<file path="config.mk">
export PLATFORM = sky130hd
export DESIGN_NAME = adbg_ahb3_biu_arb
export DESIGN_NICKNAME = d
export VERILOG_FILES = /design/src/rtl/adbg_ahb3_pkg.sv /design/src/rtl/adbg_rr_pick.sv /design/src/rtl/adbg_ahb3_biu_arb.sv
export SDC_FILE = /design/constraint.sdc
export NUM_CORES = 1
export LEC_CHECK = 0
export ABC_AREA = 1
export CAP_MARGIN = 25
export CORE_AREA = 2 2 110 112
export CTS_BUF_LIST = sky130_fd_sc_hd__clkbuf_8
export CTS_CLUSTER_DIAMETER = 80
export DETAILED_ROUTE_END_ITERATION = 7
export DIE_AREA = 0 0 112 114
export REMOVE_ABC_BUFFERS = 1
export SYNTH_ARGS = -nofsm -noshare
export SYNTH_HDL_FRONTEND = slang
export SYNTH_HIERARCHICAL = 1
export SYNTH_SLANG_ARGS = --single-unit
</file>
<file path="constraint.sdc">
create_clock -name biu_clk -period 3.2 [get_ports biu_clk]
set_clock_uncertainty 0.2 [all_clocks]
set_input_delay 0.64 -clock biu_clk [delete_from_list [all_inputs] [get_ports biu_clk]]
set_output_delay 0.64 -clock biu_clk [all_outputs]
set_load 0.02 [all_outputs]
</file>
<file path="src/rtl/adbg_ahb3_pkg.sv">
// Shared types for the AHB3 debug BIU arbiter: state encoding and pointer helper.
package adbg_ahb3_pkg;

    typedef enum logic [1:0] {
        ARB_IDLE  = 2'd0,
        ARB_ISSUE = 2'd1,
        ARB_WAIT  = 2'd2
    } arb_state_t;

    // Next round-robin position after idx, wrapping modulo n.
    function automatic int rr_inc(input int idx, input int n);
        return (idx + 1 >= n) ? 0 : idx + 1;
    endfunction

endpackage

</file>
<file path="src/rtl/adbg_rr_pick.sv">
// Combinational picker: first set bit of eligible at or after ptr, wrapping modulo NREQ.
module adbg_rr_pick #(
    parameter int NREQ = 2,
    localparam int IW  = (NREQ > 1) ? $clog2(NREQ) : 1
) (
    input  logic [NREQ-1:0] eligible,
    input  logic [IW-1:0]   ptr,
    output logic            valid,
    output logic [IW-1:0]   idx
);

    logic [2*NREQ-1:0] dbl;
    logic [NREQ-1:0]   rot;
    logic [IW-1:0]     off;
    logic [IW:0]       sum;

    assign dbl = {eligible, eligible} >> ptr;
    assign rot = dbl[NREQ-1:0];

    // NOTE: every output of a combinational block gets a default first, so no latch is inferred.
    always_comb begin
        valid = 1'b0;
        off   = '0;
        for (int k = NREQ - 1; k >= 0; k--) begin
            if (rot[k]) begin
                valid = 1'b1;
                off   = IW'(k);
            end
        end
        sum = {1'b0, ptr} + {1'b0, off};
        idx = (sum >= (IW+1)'(NREQ)) ? IW'(sum - (IW+1)'(NREQ)) : IW'(sum);
    end

endmodule

</file>
<file path="src/rtl/adbg_ahb3_biu_arb.sv">
// Round-robin arbiter sharing one adbg_ahb3_biu port between NREQ debug requesters.
// Optional priority lock is enabled with `define ADBG_BIU_ARB_LOCK_EN.
module adbg_ahb3_biu_arb
    import adbg_ahb3_pkg::*;
#(
    parameter int NREQ       = 2,
    parameter int ADDR_WIDTH = 32,
    parameter int DATA_WIDTH = 32,
    localparam int IW        = (NREQ > 1) ? $clog2(NREQ) : 1
) (
    input  logic                       biu_clk,
    input  logic                       biu_rst,
    input  logic [NREQ-1:0]            req_strb,
    input  logic [NREQ-1:0]            req_rw,
    input  logic [NREQ*ADDR_WIDTH-1:0] req_addr,
    input  logic [NREQ*DATA_WIDTH-1:0] req_di,
    input  logic [NREQ*4-1:0]          req_word_size,
`ifdef ADBG_BIU_ARB_LOCK_EN
    input  logic [NREQ-1:0]            req_lock,
`endif
    output logic [NREQ-1:0]            req_ack,
    output logic [DATA_WIDTH-1:0]      req_do,
    output logic                       req_err,
    output logic [IW-1:0]              grant_id,
    output logic                       biu_strb,
    output logic                       biu_rw,
    output logic [ADDR_WIDTH-1:0]      biu_addr,
    output logic [DATA_WIDTH-1:0]      biu_di,
    output logic [3:0]                 biu_word_size,
    input  logic [DATA_WIDTH-1:0]      biu_do,
    input  logic                       biu_rdy,
    input  logic                       biu_err
);

    arb_state_t      state;
    logic [IW-1:0]   rr_ptr;
    logic [IW-1:0]   pick_idx;
    logic            pick_valid;
    logic [NREQ-1:0] eligible;
    logic            hold_off;

    // The requester acked this cycle still holds its strobe; mask it.
    assign eligible = req_strb & ~req_ack;

    adbg_rr_pick #(.NREQ(NREQ)) u_pick (
        .eligible (eligible),
        .ptr      (rr_ptr),
        .valid    (pick_valid),
        .idx      (pick_idx)
    );

`ifdef ADBG_BIU_ARB_LOCK_EN
    logic lock_held;
    // A locked requester in its ack cycle is masked; wait for it rather than grant another.
    assign hold_off = lock_held && req_strb[rr_ptr] && req_ack[rr_ptr];
`else
    assign hold_off = 1'b0;
`endif

    always_comb begin
        biu_rw        = 1'b0;
        biu_addr      = '0;
        biu_di        = '0;
        biu_word_size = '0;
        for (int i = 0; i < NREQ; i++) begin
            if (grant_id == IW'(i)) begin
                biu_rw        = req_rw[i];
                biu_addr      = req_addr[i*ADDR_WIDTH +: ADDR_WIDTH];
                biu_di        = req_di[i*DATA_WIDTH +: DATA_WIDTH];
                biu_word_size = req_word_size[i*4 +: 4];
            end
        end
    end

    // NOTE: all state uses non-blocking assignments so every register samples pre-edge values.
    always_ff @(posedge biu_clk) begin
        if (biu_rst) begin
            state    <= ARB_IDLE;
            biu_strb <= 1'b0;
            req_ack  <= '0;
            req_do   <= '0;
            req_err  <= 1'b0;
            grant_id <= '0;
            rr_ptr   <= '0;
`ifdef ADBG_BIU_ARB_LOCK_EN
            lock_held <= 1'b0;
`endif
        end else begin
            req_ack <= '0;
            case (state)
                ARB_IDLE: begin
                    if (pick_valid && biu_rdy && !hold_off) begin
                        grant_id <= pick_idx;
                        biu_strb <= 1'b1;
                        state    <= ARB_ISSUE;
                    end
`ifdef ADBG_BIU_ARB_LOCK_EN
                    if (lock_held && !req_strb[rr_ptr]) begin
                        rr_ptr    <= IW'(rr_inc(int'(rr_ptr), NREQ));
                        lock_held <= 1'b0;
                    end
`endif
                end
                ARB_ISSUE: begin
                    biu_strb <= 1'b0;
                    state    <= ARB_WAIT;
                end
                ARB_WAIT: begin
                    if (biu_rdy) begin
                        req_do            <= biu_do;
                        req_err           <= biu_err;
                        req_ack[grant_id] <= 1'b1;
                        state             <= ARB_IDLE;
`ifdef ADBG_BIU_ARB_LOCK_EN
                        if (req_lock[grant_id]) begin
                            rr_ptr    <= grant_id;
                            lock_held <= 1'b1;
                        end else begin
                            rr_ptr    <= IW'(rr_inc(int'(grant_id), NREQ));
                            lock_held <= 1'b0;
                        end
`else
                        rr_ptr <= IW'(rr_inc(int'(grant_id), NREQ));
`endif
                    end
                end
                default: begin
                    biu_strb <= 1'b0;
                    state    <= ARB_IDLE;
                end
            endcase
        end
    end

endmodule

</file>
* Yosys cells after proc, flatten, opt, wreduce, memory -nomap -nowiden
Cells that the tools add are included.
** Word-level totals
- Input port bits :: 176
- Output and inout bits :: 106
- Word-level logic and storage cells :: 47
- Flip-flop bits (word level) :: 40
** Cells by class
- Equality and inequality tests :: 4
- Shifts and indexed selects :: 1
- Reductions and logical operators :: 8
- Add/subtract/negate cells :: 3
- Bitwise gates (word level) :: 4
- Order comparisons :: 4
- Muxes and demuxes :: 16
** Operators with widths (count)
- 32-bit two-way mux :: 2
- 1-bit two-way mux :: 8
- 2-bit AND reduction :: 4
- 2-bit one-hot mux with 3 select lines :: 1
- 2-bit greater-or-equal comparator, second input constant :: 2
- 2-bit two-way mux :: 2
- 4-bit two-way mux :: 1
- 2-bit inequality test, second input constant :: 2
- 4-bit by 1-bit >> shifter with 2-bit output :: 1
- 3-bit OR reduction :: 1
- 1-bit by 1-bit adder with 2-bit output :: 1
- 1-bit by 1-bit adder with 2-bit output, second input constant :: 1
- 2-bit bitwise AND :: 1
- 2-bit by 1-bit == test with 1-bit output, second input constant :: 1
- 2-bit == test, second input constant :: 1
- 1-bit logical AND :: 2
- 2-bit zero test :: 1
- 1-bit by 2-bit < comparator with 1-bit output, second input constant :: 1
- 1-bit NOT :: 2
- 2-bit NOT :: 1
- 1-bit one-hot mux with 2 select lines :: 1
- 1-bit demux with 1-bit select :: 1
- 1-bit greater-or-equal comparator, second input constant :: 1
- 1-bit subtractor, second input constant :: 1

* Logic depth before layout (Yosys ltp)
- Depth after elaboration :: 8
- Depth in mapped cells :: 8

* By module
Netlist, hierarchy kept.
** By module, submodules not included
- adbg_ahb3_biu_arb :: cells each 401, times used 1, area an instance 2275.9 µm², seq. area each 800.8 µm²
- adbg_rr_pick :: cells each 4, times used 1, area an instance 18.8 µm², seq. area each 0.0 µm²

* Worst setup path before layout
OpenSTA, ideal clock, no wires.
- Path kind :: flip-flop to output port
- From :: register grant_id
- To :: output biu_addr[31]
- Required time :: 2.360 ns
- Cell stages (with the launch flop) :: 5
- Path slack :: 1.229 ns
- Arrival time :: 1.131 ns
- Path through :: dfxtp_1 > buf_2 > clkbuf_1 > nand2_1 > nand2_1
** Between the ends
- Longest elaborated chain between the ends :: 1
** Ends and longest elaborated chain
- start, declared :: RTL line adbg_ahb3_biu_arb.sv:24 : output logic [IW-1:0] grant_id,
- start signal, assigned :: RTL line adbg_ahb3_biu_arb.sv:93 : grant_id <= pick_idx;
- 32-bit two-way mux :: RTL line adbg_ahb3_biu_arb.sv:66 : if (grant_id == IW'(i)) begin
- end, declared :: RTL line adbg_ahb3_biu_arb.sv:27 : output logic [ADDR_WIDTH-1:0] biu_addr,
No other way between the ends.

* Worst setup path after layout
- From :: input req_di[55]
- To :: output biu_di[23]
** Between the ends
- Longest elaborated chain between the ends :: 1
** Ends and longest elaborated chain
- start, declared :: RTL line adbg_ahb3_biu_arb.sv:16 : input logic [NREQ*DATA_WIDTH-1:0] req_di,
- 32-bit two-way mux :: RTL line adbg_ahb3_biu_arb.sv:66
- end, declared :: RTL line adbg_ahb3_biu_arb.sv:28 : output logic [DATA_WIDTH-1:0] biu_di,
No other way between the ends.

==> flow_summary.json <==
{
  "cp.buffers_inverters": 2,
  "io_buffers": 281,
  "setup.worst_path.end": "biu_di[23]",
  "cts_root_buf": "clkbuf_8",
  "core-area_um2": 11700,
  "cp-start-kind": "input pin",
  "drt-wirelength-per-cell_um": 13.5,
  "routed_wl_um": 11100,
  "utilization": 0.456,
  "placementRows": 40,
  "fin_area_um2": 5340,
  "syn2layout_area_growth_pct": 133,
  "dp_hpwl_um": 8760,
  "path_class": "in2out",
  "n_antenna_cell": 0,
  "r2r_slack_ns": 1.83,
  "reg2regPathDepth": 4,
  "initial_core_util": 0.196,
  "cts_sinks": 40,
  "ys_ff_latch": 40,
  "place_area_um2": 5210,
  "p_leak_nw": 2.46,
  "die_w_um": 112,
  "ys_types": 14,
  "track_usage": 0.161,
  "fin_tns_setup_ns": 0,
  "ys_seq_area_frac": 0.349,
  "rsz0062_at_grt": "false",
  "grt-ovfl-total": 0,
  "postCtsResizedCells": 0,
  "synth.cell_area_um2": 2290,
  "cp_slowest_cell": "clkdlybuf4s50_1",
  "first_iter_violations": 197,
  "cts_buffers": 5,
  "hold_violations": 0,
  "drv_slew": 0,
  "gp_congestion": 0.830,
  "synth_top_cell_by_area": "nand2_1",
  "clock_path_buffers": 2,
  "worst_ep_required_time_ns": 2.36,
  "report.final.setup_viol": 0,
  "slew_headroom": 0.583,
  "num_io_pins": 282,
  "hold_path.class": "reg2reg",
  "yosysTopAreaCellShare": 0.463,
  "max_stage_delay_ns": 0.65,
  "layout_commonest_cell": "nand2_1",
  "via_count": 3377,
  "r2r-start": "state[1]$_SDFFE_PP0P_",
  "postCtsSetupBuffers": 0,
  "critPathTopFamily": "buffers and inverters",
  "viasPerCell": 4.12,
  "power.total_mw": 1.75,
  "tightest_slew_ns": 0.624,
  "nets": 848,
  "crit_path_cell_trace": "clkdlybuf4s50_1 > nand2_1 > nand2_1 > clkdlybuf4s50_1",
  "layout_min_cycle_time_ns": 2.76,
  "post-route-drc-count": 0,
  "worstPathMaxFanout": 1,
  "endpoint_kind": "output port",
  "maxCapViolCount": 0,
  "fin_crit_sh": 0.861,
  "ys_warn_count": 6,
  "powerDensity_nw_per_um2": 329,
  "reg2reg_to": "rr_ptr$_SDFFE_PP0P_",
  "die_area_um2": 12800,
  "syn_area_per_cell_um2": 5.67,
  "drtPass1Iterations": 4,
  "die_h_um": 114,
  "insertion_delay_ns": 0.28,
  "drive_above_1_share": 0.0253,
  "cts_max_level": 2,
  "setup.worst_path.start": "req_di[55]",
  "antenna_found_initial": 0,
  "outcome": "finished, final reports clean",
  "antenna_left": 0,
  "cp.arrival_ns": 1.92,
  "fmax_mhz": 363,
  "syn_inst": 405,
  "grt_pass1_vias": 3195,
  "holdBufCountCts": 0,
  "clkSlewWorstSetupHoldPaths_ns": 0.08,
  "ir_worst_vdd_v": 0.000258,
  "grt_max_degree": 72,
  "crit_cells": 4,
  "synth_area_leaders": "nand2_1 46%, dfxtp_1 35%, nand3_1 7.6%",
  "cts_tree": "built",
  "grt_pass1_wl_um": 16800,
  "final_cell_mix": "283 x nand2_1, 281 x clkdlybuf4s50_1, 39 x dfxtp_1"
}
-- cell type report --
cell class	instances	area, um2
clock inverter	1	30.0
clock buffer	7	96.3
sequential	40	802
inverter	9	33.8
multi-input combinational	332	1330
fill	1197	6370
tap	147	184
timing repair buffer	284	2860
-- Yosys cell counts --
cell,count
nand3_1,35
or2_1,1
dfxtp_1,40
inv_1,6
nand3_4,1
nor3b_1,1
clkbuf_1,7
nor2_1,7
nand2_1,283
buf_2,14
inv_2,3
a21oi_1,3
nor2_8,1
buf_6,3
-- stage by stage --
step | std cells | hold WS [ns] | worst slack (ns)
after global routing | 820 | 0.292 | 0.387
after global placement | 812 | 0.257 | 0.414
after detailed placement | 812 | 0.263 | 0.415
after CTS | 820 | 0.275 | 0.414
after floorplan | 381 | 0.263 | -0.276
final | 820 | 0.271 | 0.444
-- tightest hold or removal path, delay by kind of cell, from the launching register on --
| family | cells | cell delay, ns |
|---|---|---|
| flip-flops | 1 | 0.31 |
| AND/OR/NAND/NOR | 2 | 0.12 |
-- flip-flops by register name, summed over array words and instances (netlist names) --
name / flops
req_ack: 2
rr_ptr: 1
req_do: 32
grant_id: 1
biu_strb: 1
req_err: 1
state: 2
-- where the power goes --
group	switching, mW	internal (mW)
clock network	0.175	0.275
registers	0.00988	0.514
logic	0.355	0.424
-- cell families after synthesis --
group                  after synthesis  synth area share
buffers and inverters               33            0.0714
AOI/OAI and AO/OA                    3           0.00654
and+or+nand+nor                    329             0.573
DFF                                 40             0.349
-- worst min-delay path by stage --
stage                                       start                 endpoint  slack [ns]  cells after the start
after floorplan               rr_ptr$_SDFFE_PP0P_      rr_ptr$_SDFFE_PP0P_        0.26                      2
after global placement     req_do[5]$_SDFFE_PP0P_   req_do[5]$_SDFFE_PP0P_        0.26                      2
after detailed placement  req_do[18]$_SDFFE_PP0P_  req_do[18]$_SDFFE_PP0P_        0.26                      2
after CTS                   biu_strb$_SDFFE_PP0P_    biu_strb$_SDFFE_PP0P_        0.27                      2
after global routing        biu_strb$_SDFFE_PP0P_    biu_strb$_SDFFE_PP0P_        0.29                      2
final                     req_do[18]$_SDFFE_PP0P_  req_do[18]$_SDFFE_PP0P_        0.27                      2
-- per-layer routing --
metal  vias to the layer above  part of all wire  track usage
met5                         -                 0            0
met4                         0             0.016       0.0439
met3                        12             0.081       0.0436
met2                       150              0.50        0.290
met1                      1452              0.40        0.190
li1                       1763                 -            -
No activity file was read; power rests on OpenSTA's default activity.
==> patch, RTL diff (same flow settings) <==
Register the output `req_err` once more, cleared by the reset; this adds one clock of latency there. The other outputs are not delayed to match.
--- a/src/rtl/adbg_ahb3_biu_arb.sv
+++ b/src/rtl/adbg_ahb3_biu_arb.sv
@@ -31,6 +31,8 @@
     input  logic                       biu_rdy,
     input  logic                       biu_err
 );
+
+    logic req_err_s0;
 
     arb_state_t      state;
     logic [IW-1:0]   rr_ptr;
@@ -79,7 +81,7 @@
             biu_strb <= 1'b0;
             req_ack  <= '0;
             req_do   <= '0;
-            req_err  <= 1'b0;
+            req_err_s0 <= 1'b0;
             grant_id <= '0;
             rr_ptr   <= '0;
 `ifdef ADBG_BIU_ARB_LOCK_EN
@@ -108,7 +110,7 @@
                 ARB_WAIT: begin
                     if (biu_rdy) begin
                         req_do            <= biu_do;
-                        req_err           <= biu_err;
+                        req_err_s0        <= biu_err;
                         req_ack[grant_id] <= 1'b1;
                         state             <= ARB_IDLE;
 `ifdef ADBG_BIU_ARB_LOCK_EN
@@ -132,5 +134,13 @@
         end
     end
 
+    always_ff @(posedge biu_clk) begin
+        if (biu_rst) begin
+            req_err <= '0;
+        end else begin
+            req_err <= req_err_s0;
+        end
+    end
+
 endmodule
 
Formal check against the unedited RTL: not equivalent (a bounded check fails within 4 cycles, from zero or initial values and one cycle with biu_rst high).
==> patch against the unedited design <==
- area after synthesis about the same
- power down 4.6%
- critical path type is now flip-flop to output pin
- count of clock-buffer cells in the layout down 1
- worst setup slack worse by 0.23 ns
- sequential cell count up 1
- final area down 0.73%
- routed wire length down 0.11%
- non-clock buffer count up 1
- die area unchanged
==> patch: results (changes against the unedited design) <==
metric;value;unit;change
status;complete, no violations;;
clk_lat worst skew;0.30;ns;+0.02 ns
initial DRC count;164;;-17%
Filler Cells Inserted;1195;;-0.17%
global routing usage on met2;29.1;%;+0.12 points
hold path start;req_do[3]$_SDFFE_PP0P_;;
post-synthesis cell type count;16;;+2
DP Wirelength;8970;um;+2.3%
worst slew pin tran;0.737;ns;+0.113 ns
slowest stage delay, CP;0.61;ns;-0.04 ns
H-tree depth;2;;unchanged
Worst Path Arrival;2.15;ns;+0.23 ns
setup slack, reg-to-reg;1.62;ns;-0.21 ns
grt met3 use;6.75;%;+2.4 points
share of layout cells above drive strength 1;3.54;%;+1.0 points
TritonRoute pass-1 iters;6;;+2
global-route usage over all layers;16.4;%;+0.25 points
total vias in the final route;3346;;-0.92%
post-DR wirelength/cell;13.4;um;-0.71%
peak supply drop;0.357;mV;+38%
WHS Endpoint;req_do[3]$_SDFFE_PP0P_;;
Critical Path Source;grant_id$_SDFFE_PP0P_;;
met1 usage;17.8;%;-1.2 points
gpl congestion;0.842;;+1.4%
Final nets;853;;+0.59%
Pwr Density;316;nW/um^2;-3.9%
register area share after synthesis;35.7;%;+0.85 points
Cells after DPL;817;;+0.62%
most frequent cells after synthesis;311 x nand2_1, 41 x dfxtp_1, 9 x buf_2, 8 x nor2_1, 7 x inv_1;;
number of global-route vias before repair;3230;;+1.1%
fin cells;825;;+0.61%
r2r endpoint;req_do[6]$_SDFFE_PP0P_;;
CTS Hold Bufs;0;;unchanged
first-pass GRT wire length;16700;um;-0.45%
==> patch: worst max-delay path by stage <==
stage,to,slack (ns),depth (start not counted)
after detailed placement,biu_addr[7],0.42,4
final,biu_addr[19],0.21,4
after CTS,biu_di[0],0.20,4
after global placement,biu_di[0],0.41,4
after global routing,biu_di[0],0.06,4
after floorplan,biu_addr[0],-0.28,3
==> patch: cell families after synthesis <==
family / count (synthesis) / synth area share [%]
AND/OR/NAND/NOR: 331 / 56.0
AO/OA/AOI/OAI: 4 / 0.872
buffers and inverters: 30 / 7.36
flip-flops: 41 / 35.7
==> patch: per-stage QoR <==
step	hold slack (ns)	setup slack (ns)
after global routing	0.261	0.0606
after floorplan	0.209	-0.276
after global placement	0.224	0.412
after detailed placement	0.235	0.421
after CTS	0.251	0.199
final	0.249	0.213
==> patch: area by class of cell <==
cell class	count	share of cell area, %
Multi-Input combinational cell	335	24.7
Clock inverter	2	0.260
Sequential cell	41	15.5
Timing Repair Buffer	285	53.9
Inverter	9	0.638
Tap cell	147	3.47
Clock buffer	6	1.56
==> patch: worst max-delay path: cells and delay by family, from the launching register on <==
family / cells / cell delay [ns]
buf+inv: 2 / 1.16
simple gates: 2 / 0.28
flops: 1 / 0.34
==> patch: power by group <==
group / internal (W) / leakage [nW] / total [W] / switching [W]
Combinational: 0.000424 / 2.07 / 0.000778 / 0.000353
Clock: 0.000175 / 0.0512 / 0.000360 / 0.000185
Sequential: 0.000526 / 0.332 / 0.000536 / 0.00000964
==> patch: per-layer routing <==
metal / routed length [um] / part of all wire (%)
met1: 4210 / 38
met2: 5300 / 48
met3: 1270 / 11
met4: 255 / 2.3
met5: 11 / 0.10
